--- src/rtl/tone_fm_pkg.sv ---
// Shared types and constants for the FM tone sequencer: FSM states,
// melody RAM entry layout and a default C-major scale.
package tone_fm_pkg;

  typedef enum logic [1:0] {
    ST_IDLE = 2'd0,
    ST_PLAY = 2'd1,
    ST_DONE = 2'd2
  } state_t;

  // A RAM entry is {dur, inc}; the increment sits in the low bits.
  localparam int DUR_W   = 2;
  localparam int INC_LSB = 0;

  function automatic int dur_lsb(input int aud_w);
    return INC_LSB + aud_w;
  endfunction

  // C4..C5 audio increments for a 32-bit accumulator clocked at 50 MHz.
  localparam int DEFAULT_LEN = 8;
  localparam logic [DEFAULT_LEN-1:0][15:0] DEFAULT_MELODY = {
    16'd44947,  // C5
    16'd42424,  // B4
    16'd37796,  // A4
    16'd33673,  // G4
    16'd29999,  // F4
    16'd28315,  // E4
    16'd25225,  // D4
    16'd22474   // C4
  };

endpackage

--- src/rtl/tone_nco.sv ---
// Phase accumulator with synchronous clear and enable; the MSB is the
// square-wave output.
module tone_nco #(
  parameter int W = 32
) (
  input  logic         clk,
  input  logic         rst_n,
  input  logic         clr,
  input  logic         en,
  input  logic [W-1:0] inc,
  output logic         msb
);

  logic [W-1:0] acc;

  always_ff @(posedge clk or negedge rst_n) begin
    if (!rst_n) begin
      acc <= '0;
    end else if (clr) begin
      acc <= '0;
    end else if (en) begin
      acc <= acc + inc;
    end
  end

  assign msb = acc[W-1];

endmodule

--- src/rtl/tone_fm_seq_tx.sv ---
// Melody sequencer: steps through a small note RAM and frequency-modulates
// a carrier NCO with the square wave of an audio NCO.
module tone_fm_seq_tx
  import tone_fm_pkg::*;
#(
  parameter int               IDX_W          = 4,
  parameter int               AUD_W          = 16,
  parameter int               ACC_W          = 32,
  parameter int               TICKS_PER_STEP = 6_250_000,
  parameter logic [ACC_W-1:0] CARRIER_INC    = 32'h0CCC_CCCD,
  parameter logic [ACC_W-1:0] DEV_INC        = 32'h0000_4000
) (
  input  logic               clk,
  input  logic               rst_n,
  input  logic               enable,
  input  logic               loop,
  input  logic [IDX_W-1:0]   melody_last,
  input  logic               wr_en,
  input  logic [IDX_W-1:0]   wr_addr,
  input  logic [AUD_W+1:0]   wr_data,
  output logic               fm_out,
  output logic               audio_out,
  output logic               playing,
  output logic               melody_end,
  output logic [IDX_W-1:0]   note_index,
  output logic [ACC_W-1:0]   phase_inc_out
);

  localparam int DEPTH   = 2**IDX_W;
  localparam int ENT_W   = AUD_W + DUR_W;
  localparam int DUR_POS = dur_lsb(AUD_W);
  localparam int TICK_W  = (TICKS_PER_STEP > 1) ? $clog2(TICKS_PER_STEP) : 1;

  state_t             state, state_nxt;
  logic [ENT_W-1:0]   ram [DEPTH];
  logic [AUD_W-1:0]   cur_inc;
  logic [DUR_W-1:0]   cur_dur;
  logic [TICK_W-1:0]  tick_cnt;
  logic [DUR_W-1:0]   step_cnt;
  logic               tick_last, note_done, at_last, rest;
  logic               fetch;
  logic [IDX_W-1:0]   fetch_idx;
  logic               nco_clr, nco_en;
  logic               audio_msb, carrier_msb;
  logic [ACC_W-1:0]   aud_inc, car_inc;

  assign tick_last = (tick_cnt == TICK_W'(TICKS_PER_STEP - 1));
  assign note_done = tick_last && (step_cnt == cur_dur);
  assign at_last   = (note_index == melody_last);
  assign rest      = (cur_inc == '0);

  always_ff @(posedge clk or negedge rst_n) begin
    if (!rst_n) begin
      for (int i = 0; i < DEPTH; i++) begin
        ram[i] <= '0;
      end
    end else if (wr_en) begin
      ram[wr_addr] <= wr_data;
    end
  end

  always_ff @(posedge clk or negedge rst_n) begin
    if (!rst_n) begin
      state <= ST_IDLE;
    end else begin
      state <= state_nxt;
    end
  end

  // Dropping enable wins over note completion, so an abort never pulses melody_end.
  always_comb begin
    state_nxt  = state;
    playing    = 1'b0;
    melody_end = 1'b0;
    fetch      = 1'b0;
    fetch_idx  = note_index;
    case (state)
      ST_IDLE: begin
        if (enable) begin
          state_nxt = ST_PLAY;
          fetch     = 1'b1;
          fetch_idx = '0;
        end
      end
      ST_PLAY: begin
        playing = 1'b1;
        if (!enable) begin
          state_nxt = ST_IDLE;
        end else if (note_done) begin
          fetch = 1'b1;
          if (!at_last) begin
            fetch_idx = note_index + IDX_W'(1);
          end else begin
            melody_end = 1'b1;
            fetch_idx  = '0;
            if (!loop) begin
              state_nxt = ST_DONE;
            end
          end
        end
      end
      ST_DONE: begin
        if (!enable) begin
          state_nxt = ST_IDLE;
        end
      end
      default: begin
        state_nxt = ST_IDLE;
      end
    endcase
  end

  // The fetch reads the RAM before any same-edge write lands.
  always_ff @(posedge clk or negedge rst_n) begin
    if (!rst_n) begin
      note_index <= '0;
      cur_inc    <= '0;
      cur_dur    <= '0;
      tick_cnt   <= '0;
      step_cnt   <= '0;
    end else if (state_nxt != ST_PLAY) begin
      cur_inc  <= '0;
      cur_dur  <= '0;
      tick_cnt <= '0;
      step_cnt <= '0;
      if (state_nxt == ST_IDLE) begin
        note_index <= '0;
      end
    end else if (fetch) begin
      note_index <= fetch_idx;
      cur_inc    <= ram[fetch_idx][INC_LSB +: AUD_W];
      cur_dur    <= ram[fetch_idx][DUR_POS +: DUR_W];
      tick_cnt   <= '0;
      step_cnt   <= '0;
    end else begin
      tick_cnt <= tick_last ? '0 : tick_cnt + TICK_W'(1);
      if (tick_last) begin
        step_cnt <= step_cnt + DUR_W'(1);
      end
    end
  end

  always_comb begin
    car_inc = '0;
    if (state == ST_PLAY) begin
      if (rest) begin
        car_inc = CARRIER_INC;
      end else if (audio_msb) begin
        car_inc = CARRIER_INC + DEV_INC;
      end else begin
        car_inc = CARRIER_INC - DEV_INC;
      end
    end
  end

  // Clearing on the way out of PLAY keeps both MSBs low in IDLE and DONE.
  assign nco_clr = (state_nxt != ST_PLAY);
  assign nco_en  = (state == ST_PLAY);
  assign aud_inc = {{(ACC_W-AUD_W){1'b0}}, cur_inc};

  tone_nco #(.W(ACC_W)) u_audio_nco (
    .clk   (clk),
    .rst_n (rst_n),
    .clr   (nco_clr),
    .en    (nco_en),
    .inc   (aud_inc),
    .msb   (audio_msb)
  );

  tone_nco #(.W(ACC_W)) u_carrier_nco (
    .clk   (clk),
    .rst_n (rst_n),
    .clr   (nco_clr),
    .en    (nco_en),
    .inc   (car_inc),
    .msb   (carrier_msb)
  );

  assign audio_out     = audio_msb;
  assign fm_out        = carrier_msb;
  assign phase_inc_out = car_inc;

endmodule

--- config.mk ---
export PLATFORM = sky130hd
export DESIGN_NAME = tone_fm_seq_tx
export DESIGN_NICKNAME = d
export VERILOG_FILES = /design/src/rtl/tone_fm_pkg.sv /design/src/rtl/tone_nco.sv /design/src/rtl/tone_fm_seq_tx.sv
export SDC_FILE = /design/constraint.sdc
export NUM_CORES = 1
export LEC_CHECK = 0
export ABC_CLOCK_PERIOD_IN_PS = 6420
export BUFFER_PORTS_ARGS = -buffer_cell sky130_fd_sc_hd__buf_2
export CORE_MARGIN = 1
export CORE_UTILIZATION = 51
export DETAILED_ROUTE_END_ITERATION = 8
export PLACE_DENSITY = 0.73
export SLEW_MARGIN = 20
export SYNTH_ARGS = -nofsm -noshare
export SYNTH_HDL_FRONTEND = slang
export SYNTH_SLANG_ARGS = --single-unit
--- constraint.sdc ---
create_clock -name clk -period 6.42 [get_ports clk]
set_input_delay 1.926 -clock clk [delete_from_list [all_inputs] [get_ports clk]]
set_output_delay 1.926 -clock clk [all_outputs]
set_load 0.05 [all_outputs]
Word-level counts from Yosys, hierarchy flattened
Cells that the tools add are included.
Word-level totals
  register bits: 401
  input bits: 31
  output and inout bits: 40
  logic and storage cells: 97
Cells by class
  add/subtract/negate cells: 5
  magnitude comparators: 3
  equality and inequality tests: 7
  mux-type cells: 47
  bitwise gates (word level): 2
  reductions and logical operators: 9
Operators by type and width (count)
  288-bit bitwise mux: 1
  32-bit 2-to-1 mux: 5
  18-bit binary-select mux with 4-bit select: 1
  18-bit demux with 4-bit select: 1
  23-bit 2-to-1 mux: 3
  18-bit 2-to-1 mux: 3
  17-bit 2-to-1 mux: 2
  32-bit by 16-bit adder with 32-bit output: 1
  32-bit adder: 1
  16-bit 2-to-1 mux: 2
  4-bit 2-to-1 mux: 7
  23-bit by 1-bit adder with 23-bit output (second input constant): 1
  23-bit == test (second input constant): 1
  2-bit 2-to-1 mux: 11
  16-bit logical NOT: 1
  5-bit greater-or-equal comparator (second input constant): 2
  4-bit inverter with 5-bit output: 2
  1-bit 2-to-1 mux: 8
  4-bit one-hot mux with 2 select lines: 1
  2-bit one-hot mux with 3 select lines: 1
  5-bit by 1-bit < comparator with 1-bit output (second input constant): 1
  4-bit by 1-bit adder with 4-bit output (second input constant): 1
  4-bit == test: 1
  2-bit logical NOT: 2
  10 further kinds: 13

Longest topological paths before layout
  depth in word-level cells: 11
  gate-level depth with buffers: 14
  depth with buffers taken out: 13

Modules after synthesis
Synthesis repeated with hierarchy kept, for this count alone.
Second synthesis, totals
  cell total of the unflattened synthesis: 2154
  area total of the unflattened synthesis: 22237.6 um^2
Modules (own cells, without submodules)
  tone_fm_seq_tx: instances 1, cells an instance 1464, area an instance 16261.8 um^2, seq. area each 8433.1 um^2
  tone_nco: instances 2, cells an instance 345, area an instance 2987.9 um^2, seq. area each 800.8 um^2

Worst setup path after synthesis
OpenSTA, ideal clock, no wires.
  kind: input-to-output
  start point: in melody_last[0]
  end point: out melody_end
  arrival: 3497 ps
  data required time: 4494 ps
  setup slack: 997 ps
  cell stages on the path: 3
  cell sequence: xnor2_1 > nand4_1 > nor3_1
On the way
  longest elaborated chain between the ends: 5
RTL lines
  start, declared: line tone_fm_seq_tx.sv:17  | input logic [IDX_W-1:0] melody_last,
  4-bit == test: line tone_fm_seq_tx.sv:49  | assign at_last = (note_index == melody_last);
  1-bit 2-to-1 mux: line tone_fm_seq_tx.sv:91  | if (!at_last) begin
  1-bit 2-to-1 mux: line tone_fm_seq_tx.sv:89  | end else if (note_done) begin
  1-bit 2-to-1 mux: line tone_fm_seq_tx.sv:87  | if (!enable) begin
  1-bit 2-to-1 mux: line tone_fm_seq_tx.sv:77  | case (state)
  end, declared: line tone_fm_seq_tx.sv:24  | output logic melody_end,
No other way between the ends.

Final worst setup path
  start point: in melody_last[3]
  end point: out melody_end
Same word-level chain as after synthesis.

==> impl_results.md <==
- Status: complete, no violations
- Root buf cell: clkbuf_16
- Net Switching: 1.77 mW
- Fin util: 57.2%
- Sink Count: 401
- Total routing usage reported by global routing: between 20% and 30%
- Core Box Area: 38700 sq um
- Clock network power share: between 30% and 40%
- Die H: 201 um
- Detailed Place HPWL: 27500 um
- CP Max Fanout: 8
- Hold crit path type: register to register
- # nets final: ~1700
- Comb pwr share: 16.0%
- Share of post-route cells with drive strength above 1: 26.7%
- RSZ-0062 raised after global routing: no
- Worst path arrival time: 3.18 ns
- Cell count after placement: 2148
- Setup violators final: 0
- DR vias: 13000
- Req. time, crit path: 4.49 ns
- Largest net degree at the start of global routing: 140
- Max Slew Vio Count: 0
- Maximum capacitance violations: 0
- Post-CTS sizing: 0
- Initial DRC count: a little over 800
- CTS max path bufs: 3
- PD cells: 304 nW/um^2
- Vias per cell: 5.84
- Site row count: 72
- Mean Syn Cell Area: 12.1 sq um
- Pre-antenna DRT Iters: 7
- GPL Wtd Cong: 0.836
- CP Capture Type: output port
- Critical path class: input pin to output port
- Initial antenna violation count: 0
- Mapped Area: 20100 sq um
- N_diodes: 0
- Seq pwr share: 48.1%
- Buffers on Ports: 54
- Worst Tran Pin Value: 1.17 ns
- Crit path launch: melody_last[3]
- Pleak: 10.3 nW
- Sequential-to-total area share from yosys stat: 49.9%
- Async S/R FF share, synth: 100%
- CTS tree: yes
- Global-route wire length before repair: 70900 um
- Reg2reg start: state[1]$_DFF_PN0_
- Final hold violations: 0
- Grt total ovfl: 0
- Synth Instances: 1659
- Final WL: ~43000 um
- FF-to-FF setup slack: 2.44 ns
- Max rail drop VDD: 0.231 mV
- Die width: 201 um
- Post-route minimum period: 5.10 ns
- Tot Pwr: 6.74 mW
- Switching Share: 26.3%
- Number of synthesized flops with an enable pin: 0
- Max Freq: 0.196 GHz
- Number of synthesized register bits: 401
- Final TNS setup: 0 ns
- Max-Slew Margin vs Limit: 22.2%
- Final period util: 79.5%
- Power Internal: around 5 mW
- CTS Buf Count: 44
- Main synth FF type: dfrtp_1
- ANT nets after route: 0
- WL/cell: 19.4 um
- Final cell count without fillers: 2223
- Clk_lat worst skew: just under 0.6 ns
- Distinct cells, synth: 64
- Path depth of the worst reg2reg path: 13
- Cts hold-fix bufs: 0
- Fillers: roughly 3200
- Crit path to: melody_end
- Layout Skew: 0.0233 ns
- I/O Pins: 71
- DRC: 0
- Clock-pin slew on the worst setup and hold paths: approximately 0.050 ns
- Crit start category: input pin
- Initial Util: around half
- Synthesis warning total: 0
- Vias in the first global route: 13200
- Die area: 40200 sq um
- H-tree levels: 2
- Area grow syn2layout: 10.1%
- Reg-to-reg endpoint: u_carrier_nco.acc[26]$_DFFE_PN0P_
- Post-CTS Setup Inserts: 0
cells by family after synthesis:
| group | share of synthesized area (%) |
|---|---|
| buffers and inverters | 3.38 |
| AO/OA/AOI/OAI | 8.32 |
| other | 0.0186 |
| multiplexers | 25.6 |
| adder cells (fa/ha/maj) | 2.28 |
| XOR/XNOR | 3.40 |
| flip-flops | 49.9 |
| AND/OR/NAND/NOR | 7.14 |
power groups by stage:
stage	Clock, mW	Combinational, mW	Sequential, mW
after global routing	2.58	1.19	3.30
after detailed placement	0	1.08	3.28
final	2.42	1.08	3.24
after floorplan	0	0.854	3.20
after global placement	0	1.04	3.25
after CTS	2.48	1.09	3.24
layout make-up:
class	count	area (sq um)	area share, %
multi-input cells	1138	9510	43.0
flip-flops and latches	401	10000	45.3
clock inverters	10	123	0.554
inverters	10	37.5	0.169
repair buffers	81	533	2.41
well taps	518	648	2.93
clock buffers	65	1260	5.69
layout by cell type, fill, tap and decap left out, types with 5 or more instances in the layout:
cell type | netlist | final
clkinv_2 | 0 | 5
nand2b_1 | 10 | 9
clkbuf_16 | 0 | 44
a21boi_0 | 8 | 8
o22a_1 | 15 | 15
or3_1 | 12 | 12
mux2_2 | 289 | 289
buf_2 | 23 | 53
clkbuf_1 | 63 | 13
xnor2_1 | 52 | 52
o21ai_1 | 11 | 11
mux2i_1 | 189 | 189
nor2_2 | 1 | 9
nand2_1 | 68 | 68
nand3_1 | 27 | 27
and2_1 | 6 | 6
dfrtp_1 | 401 | 401
a211oi_1 | 18 | 15
a21oi_1 | 47 | 47
xor2_1 | 26 | 26
clkbuf_8 | 0 | 8
nor2b_1 | 11 | 10
nor4_1 | 6 | 6
buf_4 | 32 | 23
inv_1 | 10 | 10
ha_1 | 35 | 35
nor3_1 | 9 | 9
nor2_1 | 99 | 91
a21o_1 | 13 | 13
conb_1 | 1 | 16
o21ai_0 | 31 | 31
nand4_1 | 11 | 11
and3_1 | 16 | 16
a221o_1 | 15 | 15
a22o_1 | 42 | 42
worst max-delay path: stages:
cell     delay (ns)
buf_2          0.10
xnor2_1        0.21
nand4_1        0.33
nor3_1         0.30
buf_2          0.30
registers in the layout (all words and copies together) (netlist names), 4 cells and up:
name	cells
u_audio_nco.acc	32
note_index	4
u_carrier_nco.acc	32
cur_inc	16
ram	288
tick_cnt	23
synth_stat cells (all sizes together) (3+ instances only):
master  instances  area (sq um)
dfrtp         401         10000
mux2          289          3250
mux2i         189          1890
nor2          100           378
nand2          68           255
clkbuf         64           241
buf            61           400
xnor2          52           455
a21oi          47           235
a22o           42           368
o21ai          42           210
ha             35           438
nand3          27           135
xor2           26           228
a211oi         18           135
and3           16           100
a221o          15           150
o22a           15           131
a21o           13          97.6
nand4          12          90.1
or3            12          75.1
nor2b          11          68.8
inv            10          37.5
nand2b         10          62.6
nor3            9          45.0
a21boi          8          60.1
and2            6          37.5
nor4            6          37.5
a41oi           4          35.0
nand3b          4          30.0
o21a            4          30.0
or2             4          25.0
a31oi           3          18.8
and4            3          26.3
o22ai           3          18.8
worst min-delay path by stage:
stage          slack, ns  cells after the start                            start                               to
2_1_floorplan       0.45                      2  u_audio_nco.acc[11]$_DFFE_PN0P_  u_audio_nco.acc[11]$_DFFE_PN0P_
3_5_place_dp        0.48                      2  u_audio_nco.acc[11]$_DFFE_PN0P_  u_audio_nco.acc[11]$_DFFE_PN0P_
6_report            0.49                      1             ram[251]$_DFFE_PN0P_             ram[251]$_DFFE_PN0P_
4_1_cts             0.50                      1            tick_cnt[0]$_DFF_PN0_            tick_cnt[0]$_DFF_PN0_
5_1_grt             0.51                      1              ram[60]$_DFFE_PN0P_              ram[60]$_DFFE_PN0P_
3_3_place_gp        0.47                      1            tick_cnt[0]$_DFF_PN0_            tick_cnt[0]$_DFF_PN0_
per-layer routing:
| layer | global-route usage (%) | vias up | part of all wire (%) |
|---|---|---|---|
| met4 | 5.92 | 0 | 1.9 |
| met5 | 0 | - | 0 |
| met2 | 35.0 | 232 | 47 |
| met1 | 30.7 | 6680 | 48 |
| met3 | 3.33 | 59 | 3.5 |
| li1 | - | 6010 | - |
stage by stage:
step | cell area [sq um] | hold WS (ns) | setup WS (ns)
detailed placement | 20800 | 0.485 | 1.34
global placement | 20800 | 0.473 | 1.40
global route | 22100 | 0.511 | 1.21
CTS | 22100 | 0.497 | 1.33
floorplan | 20200 | 0.454 | 0.997
finish | 22100 | 0.495 | 1.32
Note: power is estimated with default switching activity, not from simulation.
